## config.mk

```make
export PLATFORM = sky130hd
export DESIGN_NAME = dice_roller
export DESIGN_NICKNAME = d
export VERILOG_FILES = /design/src/rtl/dice_roller.sv
export SDC_FILE = /design/constraint.sdc
export NUM_CORES = 1
export LEC_CHECK = 0
export ABC_CLOCK_PERIOD_IN_PS = 3200
export BUFFER_PORTS_ARGS = -buffer_cell sky130_fd_sc_hd__buf_2
export CORE_MARGIN = 8
export CORE_UTILIZATION = 49
export DETAILED_ROUTE_END_ITERATION = 16
export HOLD_SLACK_MARGIN = 0.05
export SKIP_CTS_REPAIR_TIMING = 1
export SLEW_MARGIN = 10
export SYNTH_ARGS = -nofsm -noshare
export SYNTH_HDL_FRONTEND = slang
export SYNTH_SLANG_ARGS = --single-unit
```

## constraint.sdc

```tcl
create_clock -name clk -period 3.2 [get_ports clk]
set_input_delay 0.64 -clock clk [delete_from_list [all_inputs] [get_ports clk]]
set_output_delay 0.64 -clock clk [all_outputs]
set_load 0.005 [all_outputs]
```

## src/rtl/dice_roller.sv

```systemverilog
// Two-player dice front end: debounces each key, animates a roll, then settles
// on an LFSR-derived face 1..6 with a one-cycle start strobe.
module dice_roller #(
  parameter int unsigned DEB_CNT    = 1_000_000,
  parameter int unsigned TICK_DIV   = 5_000_000,
  parameter int unsigned ROLL_STEPS = 12,
  parameter logic [15:0] LFSR_SEED  = 16'hACE1
) (
  input  logic       clk,
  input  logic       rst,
  input  logic       key1,
  input  logic       key2,
  output logic [3:0] dice1,
  output logic [3:0] dice2,
  output logic       rolling1,
  output logic       rolling2,
  output logic       start1,
  output logic       start2
);

  localparam int unsigned NP         = 2;
  localparam int unsigned DEB_W      = (DEB_CNT > 1) ? $clog2(DEB_CNT) : 1;
  localparam int unsigned TICK_W     = (TICK_DIV > 1) ? $clog2(TICK_DIV) : 1;
  localparam int unsigned STEP_W     = (ROLL_STEPS > 1) ? $clog2(ROLL_STEPS) : 1;
  // The press-accept cycle is the first animation cycle of the roll.
  localparam int unsigned TICK_FIRST = (TICK_DIV > 1) ? 1 : 0;

  typedef enum logic [1:0] {S_IDLE, S_ROLL, S_HOLD} state_e;

  logic [NP-1:0]     key_c;
  logic [NP-1:0]     sync1_q, sync2_q;
  logic [NP-1:0]     deb_q, deb_d, deb_dly_q, arm_q, arm_d, press_q, press_d;
  logic [DEB_W-1:0]  dcnt_q [NP];
  logic [DEB_W-1:0]  dcnt_d [NP];
  logic [15:0]       lfsr_q, lfsr_d;
  logic [3:0]        face_c [NP];
  state_e            state_q [NP];
  state_e            state_d [NP];
  logic [TICK_W-1:0] tick_q [NP];
  logic [TICK_W-1:0] tick_d [NP];
  logic [STEP_W-1:0] step_q [NP];
  logic [STEP_W-1:0] step_d [NP];
  logic [3:0]        dice_q [NP];
  logic [3:0]        dice_d [NP];
  logic [NP-1:0]     rolling_q, rolling_d, start_q, start_d;

  assign key_c = {key2, key1};

  // Two-flop synchroniser; left unreset so a key held through reset stays visible.
  always_ff @(posedge clk) begin
    sync1_q <= key_c;
    sync2_q <= sync1_q;
  end

  // Debounce, press detect and arming: a press is only honoured once the
  // synced key has been seen low since reset, so a held key cannot re-roll.
  always_comb begin
    for (int p = 0; p < NP; p++) begin
      deb_d[p]  = deb_q[p];
      dcnt_d[p] = '0;
      if (sync2_q[p] != deb_q[p]) begin
        if (dcnt_q[p] == DEB_W'(DEB_CNT - 1)) deb_d[p] = sync2_q[p];
        else                                  dcnt_d[p] = dcnt_q[p] + DEB_W'(1);
      end
    end
    arm_d   = arm_q | ~sync2_q;
    press_d = deb_q & ~deb_dly_q & arm_q;
  end

  assign lfsr_d    = {lfsr_q[14:0], lfsr_q[15] ^ lfsr_q[13] ^ lfsr_q[12] ^ lfsr_q[10]};
  assign face_c[0] = 4'(lfsr_q[7:0] % 8'd6) + 4'd1;
  assign face_c[1] = 4'(lfsr_q[15:8] % 8'd6) + 4'd1;

  // Per-player roll FSM: next state plus registered-output next values.
  always_comb begin
    for (int p = 0; p < NP; p++) begin
      state_d[p] = state_q[p];
      tick_d[p]  = tick_q[p];
      step_d[p]  = step_q[p];
      dice_d[p]  = dice_q[p];
      start_d[p] = 1'b0;
      unique case (state_q[p])
        S_IDLE: begin
          if (press_q[p]) begin
            state_d[p] = S_ROLL;
            tick_d[p]  = TICK_W'(TICK_FIRST);
            step_d[p]  = '0;
          end
        end
        S_ROLL: begin
          if (tick_q[p] == TICK_W'(TICK_DIV - 1)) begin
            tick_d[p] = '0;
            if (step_q[p] == STEP_W'(ROLL_STEPS - 1)) begin
              dice_d[p]  = face_c[p];
              start_d[p] = 1'b1;
              state_d[p] = S_HOLD;
            end else begin
              dice_d[p] = (dice_q[p] >= 4'd6) ? 4'd1 : dice_q[p] + 4'd1;
              step_d[p] = step_q[p] + STEP_W'(1);
            end
          end else begin
            tick_d[p] = tick_q[p] + TICK_W'(1);
          end
        end
        S_HOLD: begin
          if (!deb_q[p]) state_d[p] = S_IDLE;
        end
        default: state_d[p] = S_IDLE;
      endcase
      rolling_d[p] = (state_d[p] == S_ROLL);
    end
  end

  always_ff @(posedge clk) begin
    if (rst) begin
      deb_q     <= '0;
      deb_dly_q <= '0;
      arm_q     <= '0;
      press_q   <= '0;
      lfsr_q    <= LFSR_SEED;
      rolling_q <= '0;
      start_q   <= '0;
      for (int p = 0; p < NP; p++) begin
        dcnt_q[p]  <= '0;
        state_q[p] <= S_IDLE;
        tick_q[p]  <= '0;
        step_q[p]  <= '0;
        dice_q[p]  <= '0;
      end
    end else begin
      deb_q     <= deb_d;
      deb_dly_q <= deb_q;
      arm_q     <= arm_d;
      press_q   <= press_d;
      lfsr_q    <= lfsr_d;
      rolling_q <= rolling_d;
      start_q   <= start_d;
      for (int p = 0; p < NP; p++) begin
        dcnt_q[p]  <= dcnt_d[p];
        state_q[p] <= state_d[p];
        tick_q[p]  <= tick_d[p];
        step_q[p]  <= step_d[p];
        dice_q[p]  <= dice_d[p];
      end
    end
  end

  assign dice1    = dice_q[0];
  assign dice2    = dice_q[1];
  assign rolling1 = rolling_q[0];
  assign rolling2 = rolling_q[1];
  assign start1   = start_q[0];
  assign start2   = start_q[1];

endmodule

```

==> metrics.txt, run 1 <==
# TYPE chip_impl_metric gauge
chip_impl_metric{name="comb_power_share",unit=""} 0.057
chip_impl_metric{name="timing.final.hold_violations",unit=""} 0
chip_impl_metric{name="ff2ff_path_depth",unit=""} 11
chip_impl_metric{name="detail_route.wl_per_cell",unit="um"} 14.3
chip_impl_metric{name="dieWidth",unit="um"} 134
chip_impl_metric{name="clock_tree.htree_level_count",unit=""} 4
chip_impl_metric{name="power-per-cell-area",unit="mW/mm^2"} 562
chip_impl_metric{name="routabilityCongestion",unit=""} 0.858
chip_impl_info{name="ys_dominant_reg_cell",value="sky130_fd_sc_hd__dfxtp_1"} 1
chip_impl_metric{name="synthesis.instances",unit=""} 836
chip_impl_info{name="standard_cell_with_the_maximum_stage_delay_on_the_critical_path",value="sky130_fd_sc_hd__a2111oi_1"} 1
chip_impl_metric{name="skew",unit="ns"} 0.00808
chip_impl_metric{name="design.die.area",unit="mm^2"} 0.0180
chip_impl_metric{name="ys_seq_area_frac",unit=""} 0.403
chip_impl_metric{name="drc_errors",unit=""} 0
chip_impl_metric{name="post_dp_cell_area",unit="mm^2"} 0.00705
chip_impl_metric{name="finish.instance_area",unit="mm^2"} 0.00777
chip_impl_metric{name="final_layout_size_suffix_gt1_frac",unit=""} 0.0932
chip_impl_metric{name="dp_hpwl",unit="um"} 10000
chip_impl_metric{name="syn_avg_cell_area",unit="um^2"} 8.19
chip_impl_metric{name="slew_headroom",unit=""} 0.475
chip_impl_metric{name="post_placement_worst_setup_slack",unit="ns"} 0.0863
chip_impl_metric{name="grt_first_pass_wirelength",unit="um"} 25500
chip_impl_metric{name="dp.cells",unit=""} 996
chip_impl_metric{name="timing_worst_slew_pin_value",unit="ns"} 0.781
chip_impl_info{name="synth_top_cells_by_count",value="sky130_fd_sc_hd__dfxtp_1, sky130_fd_sc_hd__nor2_1, sky130_fd_sc_hd__nand2_1"} 1
chip_impl_info{name="yosysMostFrequentCell",value="sky130_fd_sc_hd__dfxtp_1"} 1
chip_impl_metric{name="placement.io_buffers",unit=""} 15
chip_impl_metric{name="ctsLongestPathBuffers",unit=""} 2
chip_impl_metric{name="power_frac_clock",unit=""} 0.534
chip_impl_info{name="crit-reg2reg-launch",value="lfsr_q[7]"} 1
chip_impl_metric{name="synth-edff-count",unit=""} 0
chip_impl_metric{name="worst_path_max_fanout",unit=""} 8
chip_impl_info{name="synth_area_leaders",value="sky130_fd_sc_hd__dfxtp_1, sky130_fd_sc_hd__nor2_1, sky130_fd_sc_hd__a21oi_1"} 1
chip_impl_info{name="crit_path_cell_trace",value="and4b_1 > mux2_2 > a2bb2oi_1 > a311oi_2 > a21oi_1 > a21oi_1 > ha_1 > nor3_1 > a2111oi_1 > o2111ai_1 > nand2_1"} 1
chip_impl_info{name="worstHoldPathType",value="primary input to flip-flop"} 1
chip_impl_metric{name="final.min_clock_period",unit="ns"} 2.85
chip_impl_metric{name="vias_per_cell",unit=""} 5.75
chip_impl_info{name="cts-root-buf",value="sky130_fd_sc_hd__clkbuf_16"} 1
chip_impl_metric{name="synth.cell_area",unit="mm^2"} 0.00685
chip_impl_metric{name="asyncSetResetFlopFracSynth",unit=""} 0
chip_impl_metric{name="sw_frac_of_total",unit=""} 0.211
chip_impl_metric{name="worst_skew_pair.late_latency",unit="ns"} 0.41
chip_impl_info{name="crit_start",value="lfsr_q[7]"} 1
chip_impl_metric{name="post-synth-top-area-fraction",unit=""} 0.403
chip_impl_metric{name="cp.arrival",unit="ns"} 3.20
chip_impl_metric{name="drt-total-wl",unit="um"} 14700
chip_impl_metric{name="power.switching",unit="uW"} 922
chip_impl_info{name="synth_top_area_cell",value="sky130_fd_sc_hd__dfxtp_1"} 1
chip_impl_metric{name="cp.depth",unit=""} 11
chip_impl_metric{name="yosys_warnings",unit=""} 0
chip_impl_metric{name="num_rows",unit=""} 43
chip_impl_info{name="critical-path-top-delay-family",value="compound AO/OA/AOI/OAI gates"} 1
chip_impl_metric{name="number_of_drc_violations_after_detailed_routing_iteration_0",unit=""} 317
chip_impl_metric{name="inserted_clock_buffers",unit=""} 17
chip_impl_metric{name="path_clk_slew",unit="ns"} 0.06
chip_impl_metric{name="fmaxAchievable",unit="MHz"} 351
chip_impl_metric{name="yosysUniqueCellTypes",unit=""} 64
chip_impl_metric{name="coreArea",unit="mm^2"} 0.0138
chip_impl_metric{name="cp.required",unit="ns"} 3.55
chip_impl_info{name="startpoint_of_the_lowest_slack_hold_path",value="key1"} 1
chip_impl_metric{name="timing.critical_path.buf_inv",unit=""} 0
chip_impl_metric{name="yosys_register_bits",unit=""} 138
chip_impl_metric{name="route.vias.total",unit=""} 5915
chip_impl_metric{name="setup_violations",unit=""} 0
chip_impl_info{name="tritoncts",value="done"} 1
chip_impl_metric{name="antennaDiodeCount",unit=""} 0
chip_impl_metric{name="cellInternalPower",unit="uW"} 3450
chip_impl_metric{name="finish.net_count",unit=""} 853
chip_impl_metric{name="grt_antenna_before_repair",unit=""} 0
chip_impl_info{name="critical_path_class",value="flip-flop to flip-flop"} 1
chip_impl_metric{name="grt_use_total",unit=""} 0.168
chip_impl_metric{name="globalRouteOverflowTotal",unit=""} 0
chip_impl_metric{name="syn_nets",unit=""} 854
chip_impl_info{name="status",value="completed"} 1
chip_impl_metric{name="max_cap_viol_count",unit=""} 0
chip_impl_info{name="setup.worst_path.start_class",value="flip-flop"} 1
chip_impl_info{name="critPathCaptureType",value="flip-flop"} 1
chip_impl_metric{name="sequentialPowerShare",unit=""} 0.409
chip_impl_metric{name="worst_hold_path.num_cells",unit=""} 1
chip_impl_metric{name="fin_crit_sh",unit=""} 0.890
chip_impl_metric{name="cts.sink_count",unit=""} 138
chip_impl_info{name="setup_repair_after_global_routing_missed_its_margin",value="false"} 1
chip_impl_metric{name="die_h",unit="um"} 134
chip_impl_metric{name="ioPinCount",unit=""} 16
chip_impl_metric{name="peakVddDrop",unit="V"} 0.000340
chip_impl_metric{name="first_global_vias",unit=""} 5618
chip_impl_metric{name="final_instance_count_excl_fillers",unit=""} 1028
chip_impl_metric{name="setup_tns",unit="ns"} 0
chip_impl_metric{name="flow.area_growth_from_synthesis",unit="%"} 13.4
chip_impl_metric{name="start_util",unit=""} 0.497
chip_impl_metric{name="final_max_slew_viol_count",unit=""} 0
chip_impl_metric{name="grt_start_max_net_pins",unit=""} 37
chip_impl_metric{name="final_antenna_net_count",unit=""} 0
chip_impl_metric{name="layout_setup_ws",unit="ns"} 0.351
chip_impl_metric{name="critical_path.max_stage_delay",unit="ns"} 0.45
chip_impl_metric{name="power_leakage",unit="uW"} 0.00264
chip_impl_info{name="crit_path_frequent_cell",value="sky130_fd_sc_hd__a21oi_1"} 1
chip_impl_metric{name="first_pass_iters",unit=""} 4
layout by cell type, fill, tap and decap left out, types with 7 or more instances in the layout:
master and count:
sky130_fd_sc_hd__clkbuf_16 17, sky130_fd_sc_hd__and3_1 19, sky130_fd_sc_hd__o21ai_0 44, sky130_fd_sc_hd__or3_1 13, sky130_fd_sc_hd__nand3_1 38, sky130_fd_sc_hd__bufinv_16 7
sky130_fd_sc_hd__nand4_1 18, sky130_fd_sc_hd__dfxtp_1 135, sky130_fd_sc_hd__nor2b_1 9, sky130_fd_sc_hd__buf_4 8, sky130_fd_sc_hd__inv_1 18, sky130_fd_sc_hd__nand2_1 66
sky130_fd_sc_hd__nand2b_1 14, sky130_fd_sc_hd__xnor2_1 15, sky130_fd_sc_hd__nand3b_1 11, sky130_fd_sc_hd__nor3_1 25, sky130_fd_sc_hd__nor4b_1 7, sky130_fd_sc_hd__a21oi_1 64
sky130_fd_sc_hd__or2_2 11, sky130_fd_sc_hd__xor2_1 32, sky130_fd_sc_hd__a211oi_1 7, sky130_fd_sc_hd__a311oi_1 25, sky130_fd_sc_hd__buf_2 15, sky130_fd_sc_hd__ha_1 14
sky130_fd_sc_hd__nor2_1 111
worst reg2reg max path: stages, from the launching register on:
cell	delay (ns)
sky130_fd_sc_hd__dfxtp_1	0.44
sky130_fd_sc_hd__and4b_1	0.24
sky130_fd_sc_hd__mux2_2	0.28
sky130_fd_sc_hd__a2bb2oi_1	0.15
sky130_fd_sc_hd__a311oi_2	0.41
sky130_fd_sc_hd__a21oi_1	0.13
sky130_fd_sc_hd__a21oi_1	0.13
sky130_fd_sc_hd__ha_1	0.21
sky130_fd_sc_hd__nor3_1	0.08
sky130_fd_sc_hd__a2111oi_1	0.45
sky130_fd_sc_hd__o2111ai_1	0.18
sky130_fd_sc_hd__nand2_1	0.10
routing by layer:
| metal | share of wire | GRT usage | vias up | wire (um) |
|---|---|---|---|---|
| li1 | - | - | 3022 | - |
| met1 | 0.47 | 0.200 | 2781 | 6910 |
| met2 | 0.49 | 0.286 | 92 | 7130 |
| met3 | 0.030 | 0.0329 | 20 | 441 |
| met4 | 0.014 | 0.0761 | 0 | 212 |
| met5 | 0 | 0 | - | 0 |
cell families (layout without fill, tap and decap cells):
kind of cell | count (synthesis) | count (layout) | synth area share
flops | 138 | 138 | 0.403
buf+inv | 62 | 74 | 0.0362
xor+xnor | 47 | 47 | 0.0601
fa+ha+maj | 14 | 14 | 0.0256
mux | 4 | 4 | 0.00603
compound gates | 182 | 182 | 0.169
simple gates | 389 | 389 | 0.300
stage by stage:
step / hold WS (ns) / power, uW / util
floorplan: 0.310 / 2010 / -
global placement: 0.313 / 2060 / 0.512
detailed placement: 0.327 / 2070 / 0.512
CTS: 0.303 / 4410 / 0.563
global route: 0.312 / 4530 / 0.564
finish: 0.323 / 4370 / 0.564
registers in the layout (all words and copies together), names as in the netlist:
register / flops
press_q: 2
rolling_q: 2
lfsr_q: 16
deb_dly_q: 2
state_q: 4
sync2_q: 2
start_q: 2
deb_q: 2
dice_q: 8
dcnt_q: 40
sync1_q: 2
tick_q: 46
arm_q: 2
step_q: 8
layout make-up:
type / count / area (um^2)
well taps: 180 / 225
repair buffers: 24 / 155
clock buffers: 21 / 470
clock inverters: 11 / 239
multi-input cells: 636 / 3850
inverters: 18 / 67.6
flip-flops and latches: 138 / 2770
fillers: 1285 / 6000
power by group through the flow:
stage / sequential [uW] / clock (uW) / combinational (uW)
global placement: 1820 / 0 / 238
finish: 1780 / 2330 / 249
global route: 1790 / 2460 / 282
CTS: 1780 / 2380 / 249
detailed placement: 1820 / 0 / 247
floorplan: 1800 / 0 / 209
final timing paths:
kind / to / slack, ns
hold / removal: sync1_q[0] / 0.32
setup / recovery: dice_q[0][2] / 0.35
setup reg to reg: dice_q[0][2] / 0.35
hold reg to reg: sync2_q[0] / 0.34
Power figures use the tool's default switching activity.
==> run 2, diff against run 1 <==
--- a/config.mk
+++ b/config.mk
@@ -7,7 +7,7 @@
 export LEC_CHECK = 0
 export ABC_CLOCK_PERIOD_IN_PS = 3200
 export BUFFER_PORTS_ARGS = -buffer_cell sky130_fd_sc_hd__buf_2
-export CORE_MARGIN = 8
+export CORE_MARGIN = 2
 export CORE_UTILIZATION = 49
 export DETAILED_ROUTE_END_ITERATION = 16
 export HOLD_SLACK_MARGIN = 0.05
==> run 2 against run 1 <==
- non-clock buffer count shrank 1
- die area shrank 17%
- clock skew grew 0.0035 ns
- critical endpoint unchanged
- global-route usage grew 3.7 points
- cell count is essentially flat
- highest routed layer unchanged
==> metrics.txt, run 2 (synthesis gave the netlist of run 1 again) <==
# TYPE chip_impl_metric gauge
chip_impl_info{name="setup.worst_path.start_class",value="flip-flop"} 1
chip_impl_metric{name="timing.final.hold_violations",unit=""} 0
chip_impl_metric{name="setup_violations",unit=""} 0
chip_impl_info{name="layout_commonest_cell",value="sky130_fd_sc_hd__dfxtp_1"} 1
chip_impl_metric{name="number_of_drc_violations_after_detailed_routing_iteration_0",unit=""} 361
chip_impl_metric{name="power_leakage",unit="uW"} 0.00256
chip_impl_metric{name="critical_path.max_stage_delay",unit="ns"} 0.56
chip_impl_metric{name="final.min_clock_period",unit="ns"} 2.88
chip_impl_metric{name="vias_per_cell",unit=""} 5.73
chip_impl_metric{name="setup_tns",unit="ns"} 0
chip_impl_metric{name="routabilityCongestion",unit=""} 0.780
chip_impl_metric{name="total_power",unit="uW"} 3960
chip_impl_metric{name="num_rows",unit=""} 43
chip_impl_metric{name="slew_headroom",unit=""} 0.541
chip_impl_metric{name="cp.arrival",unit="ns"} 3.24
chip_impl_metric{name="final_antenna_net_count",unit=""} 0
chip_impl_metric{name="globalRouteOverflowTotal",unit=""} 0
chip_impl_metric{name="flow.area_growth_from_synthesis",unit="%"} 11.3
chip_impl_metric{name="antennaDiodeCount",unit=""} 0
chip_impl_info{name="standard_cell_with_the_maximum_stage_delay_on_the_critical_path",value="sky130_fd_sc_hd__dfxtp_1"} 1
chip_impl_info{name="critPathCaptureType",value="flip-flop"} 1
chip_impl_metric{name="ctsLongestPathBuffers",unit=""} 2
chip_impl_info{name="crit_path_frequent_cell",value="sky130_fd_sc_hd__a21oi_1"} 1
chip_impl_metric{name="worst_skew_pair.late_latency",unit="ns"} 0.42
chip_impl_info{name="crit_path_cell_trace",value="nand2b_1 > o21ai_0 > or2_2 > a311oi_2 > a21oi_1 > a21oi_1 > ha_1 > nor3_1 > a2111oi_0 > o2111ai_1 > nand2_1"} 1
chip_impl_metric{name="first_global_vias",unit=""} 5466
chip_impl_metric{name="area.sequential",unit="mm^2"} 0.00276
chip_impl_metric{name="timing.critical_path.buf_inv",unit=""} 0
chip_impl_metric{name="first_pass_iters",unit=""} 5
chip_impl_metric{name="timing_worst_slew_pin_value",unit="ns"} 0.688
chip_impl_metric{name="multi_input_area",unit="mm^2"} 0.00385
chip_impl_metric{name="cts.sink_count",unit=""} 138
chip_impl_metric{name="drt-total-wl",unit="um"} 14600
chip_impl_info{name="cts-root-buf",value="sky130_fd_sc_hd__clkbuf_16"} 1
chip_impl_metric{name="dp_hpwl",unit="um"} 9650
chip_impl_info{name="largest_register",value="tick_q"} 1
chip_impl_metric{name="die_h",unit="um"} 122
chip_impl_metric{name="fin_worst_hold_slack",unit="ns"} 0.322
chip_impl_info{name="critical-path-top-delay-family",value="compound AO/OA/AOI/OAI gates"} 1
chip_impl_metric{name="max_ffs_per_register",unit=""} 46
chip_impl_metric{name="fmaxAchievable",unit="MHz"} 347
chip_impl_info{name="status",value="completed"} 1
chip_impl_metric{name="start_util",unit=""} 0.497
chip_impl_metric{name="fin_crit_sh",unit=""} 0.901
chip_impl_metric{name="detail_route.wl_per_cell",unit="um"} 14.2
chip_impl_metric{name="coreArea",unit="mm^2"} 0.0138
chip_impl_metric{name="placement.io_buffers",unit=""} 15
chip_impl_metric{name="worst_path_max_fanout",unit=""} 13
chip_impl_metric{name="ioPinCount",unit=""} 16
chip_impl_metric{name="design.die.area",unit="mm^2"} 0.0149
chip_impl_info{name="tritoncts",value="done"} 1
chip_impl_metric{name="power-per-cell-area",unit="mW/mm^2"} 519
chip_impl_metric{name="skew",unit="ns"} 0.0116
chip_impl_metric{name="dieWidth",unit="um"} 122
chip_impl_metric{name="path_clk_slew",unit="ns"} 0.06
chip_impl_metric{name="final_layout_size_suffix_gt1_frac",unit=""} 0.0885
chip_impl_metric{name="final_max_slew_viol_count",unit=""} 0
chip_impl_metric{name="peakVddDrop",unit="V"} 0.000469
chip_impl_metric{name="inserted_clock_buffers",unit=""} 17
chip_impl_info{name="setup_repair_after_global_routing_missed_its_margin",value="false"} 1
chip_impl_info{name="commonest_cells_after_routing_fill_and_taps_aside",value="sky130_fd_sc_hd__dfxtp_1, sky130_fd_sc_hd__nor2_1, sky130_fd_sc_hd__nand2_1"} 1
chip_impl_metric{name="grt_use_total",unit=""} 0.205
chip_impl_info{name="largest_registers",value="tick_q x46, dcnt_q x40, lfsr_q x16"} 1
chip_impl_metric{name="grt_start_max_net_pins",unit=""} 48
chip_impl_info{name="worstHoldPathType",value="primary input to flip-flop"} 1
chip_impl_metric{name="fillCellCount",unit=""} 1297
chip_impl_metric{name="grt_antenna_before_repair",unit=""} 0
chip_impl_metric{name="route.vias.total",unit=""} 5884
chip_impl_info{name="critical_path_class",value="flip-flop to flip-flop"} 1
chip_impl_metric{name="grt_first_pass_wirelength",unit="um"} 24800
chip_impl_metric{name="clock_tree.htree_level_count",unit=""} 4
chip_impl_metric{name="drc_errors",unit=""} 0
chip_impl_metric{name="max_cap_viol_count",unit=""} 0
chip_impl_metric{name="cp.required",unit="ns"} 3.56
chip_impl_metric{name="finish.net_count",unit=""} 852
## run 2: cell type report
| class | count | area share |
|---|---|---|
| Clock buffer | 19 | 0.0581 |
| Inverter | 18 | 0.00886 |
| Sequential cell | 138 | 0.362 |
| Timing Repair Buffer | 23 | 0.0177 |
| Tap cell | 180 | 0.0295 |
| Multi-Input combinational cell | 636 | 0.505 |
| Clock inverter | 13 | 0.0189 |
## run 2: layer usage
metal  track usage  share of wire  up-vias
met3        0.0488          0.034       12
met1         0.259           0.47     2771
met2         0.340           0.49       88
li1              -              -     3013
met5             0              0        -
met4        0.0747          0.012        0
## run 2: per-stage QoR
stage	std cells	utilization	area, um^2	worst slack, ns
4_1_cts	1027	0.553	7620	0.217
3_3_place_gp	995	0.510	7030	0.411
2_1_floorplan	836	-	6850	0.541
6_report	1027	0.554	7620	0.317
3_5_place_dp	995	0.510	7030	0.237
5_1_grt	1027	0.554	7620	0.0190
## run 2: where the power goes
part           switching [uW]  internal [uW]  total (uW)
Combinational             149           94.5         244
Sequential               38.5           1740        1780
Clock                     759           1170        1930
## run 2: worst paths after layout
path | cells past startpoint | slack [ns] | endpoint | startpoint
hold / removal | 1 | 0.32 | sync1_q[0] | key1
setup / recovery | 11 | 0.32 | dice_q[0][2] | lfsr_q[4]
hold reg to reg | 0 | 0.33 | sync2_q[0] | sync1_q[0]
setup reg to reg | 11 | 0.32 | dice_q[0][2] | lfsr_q[4]
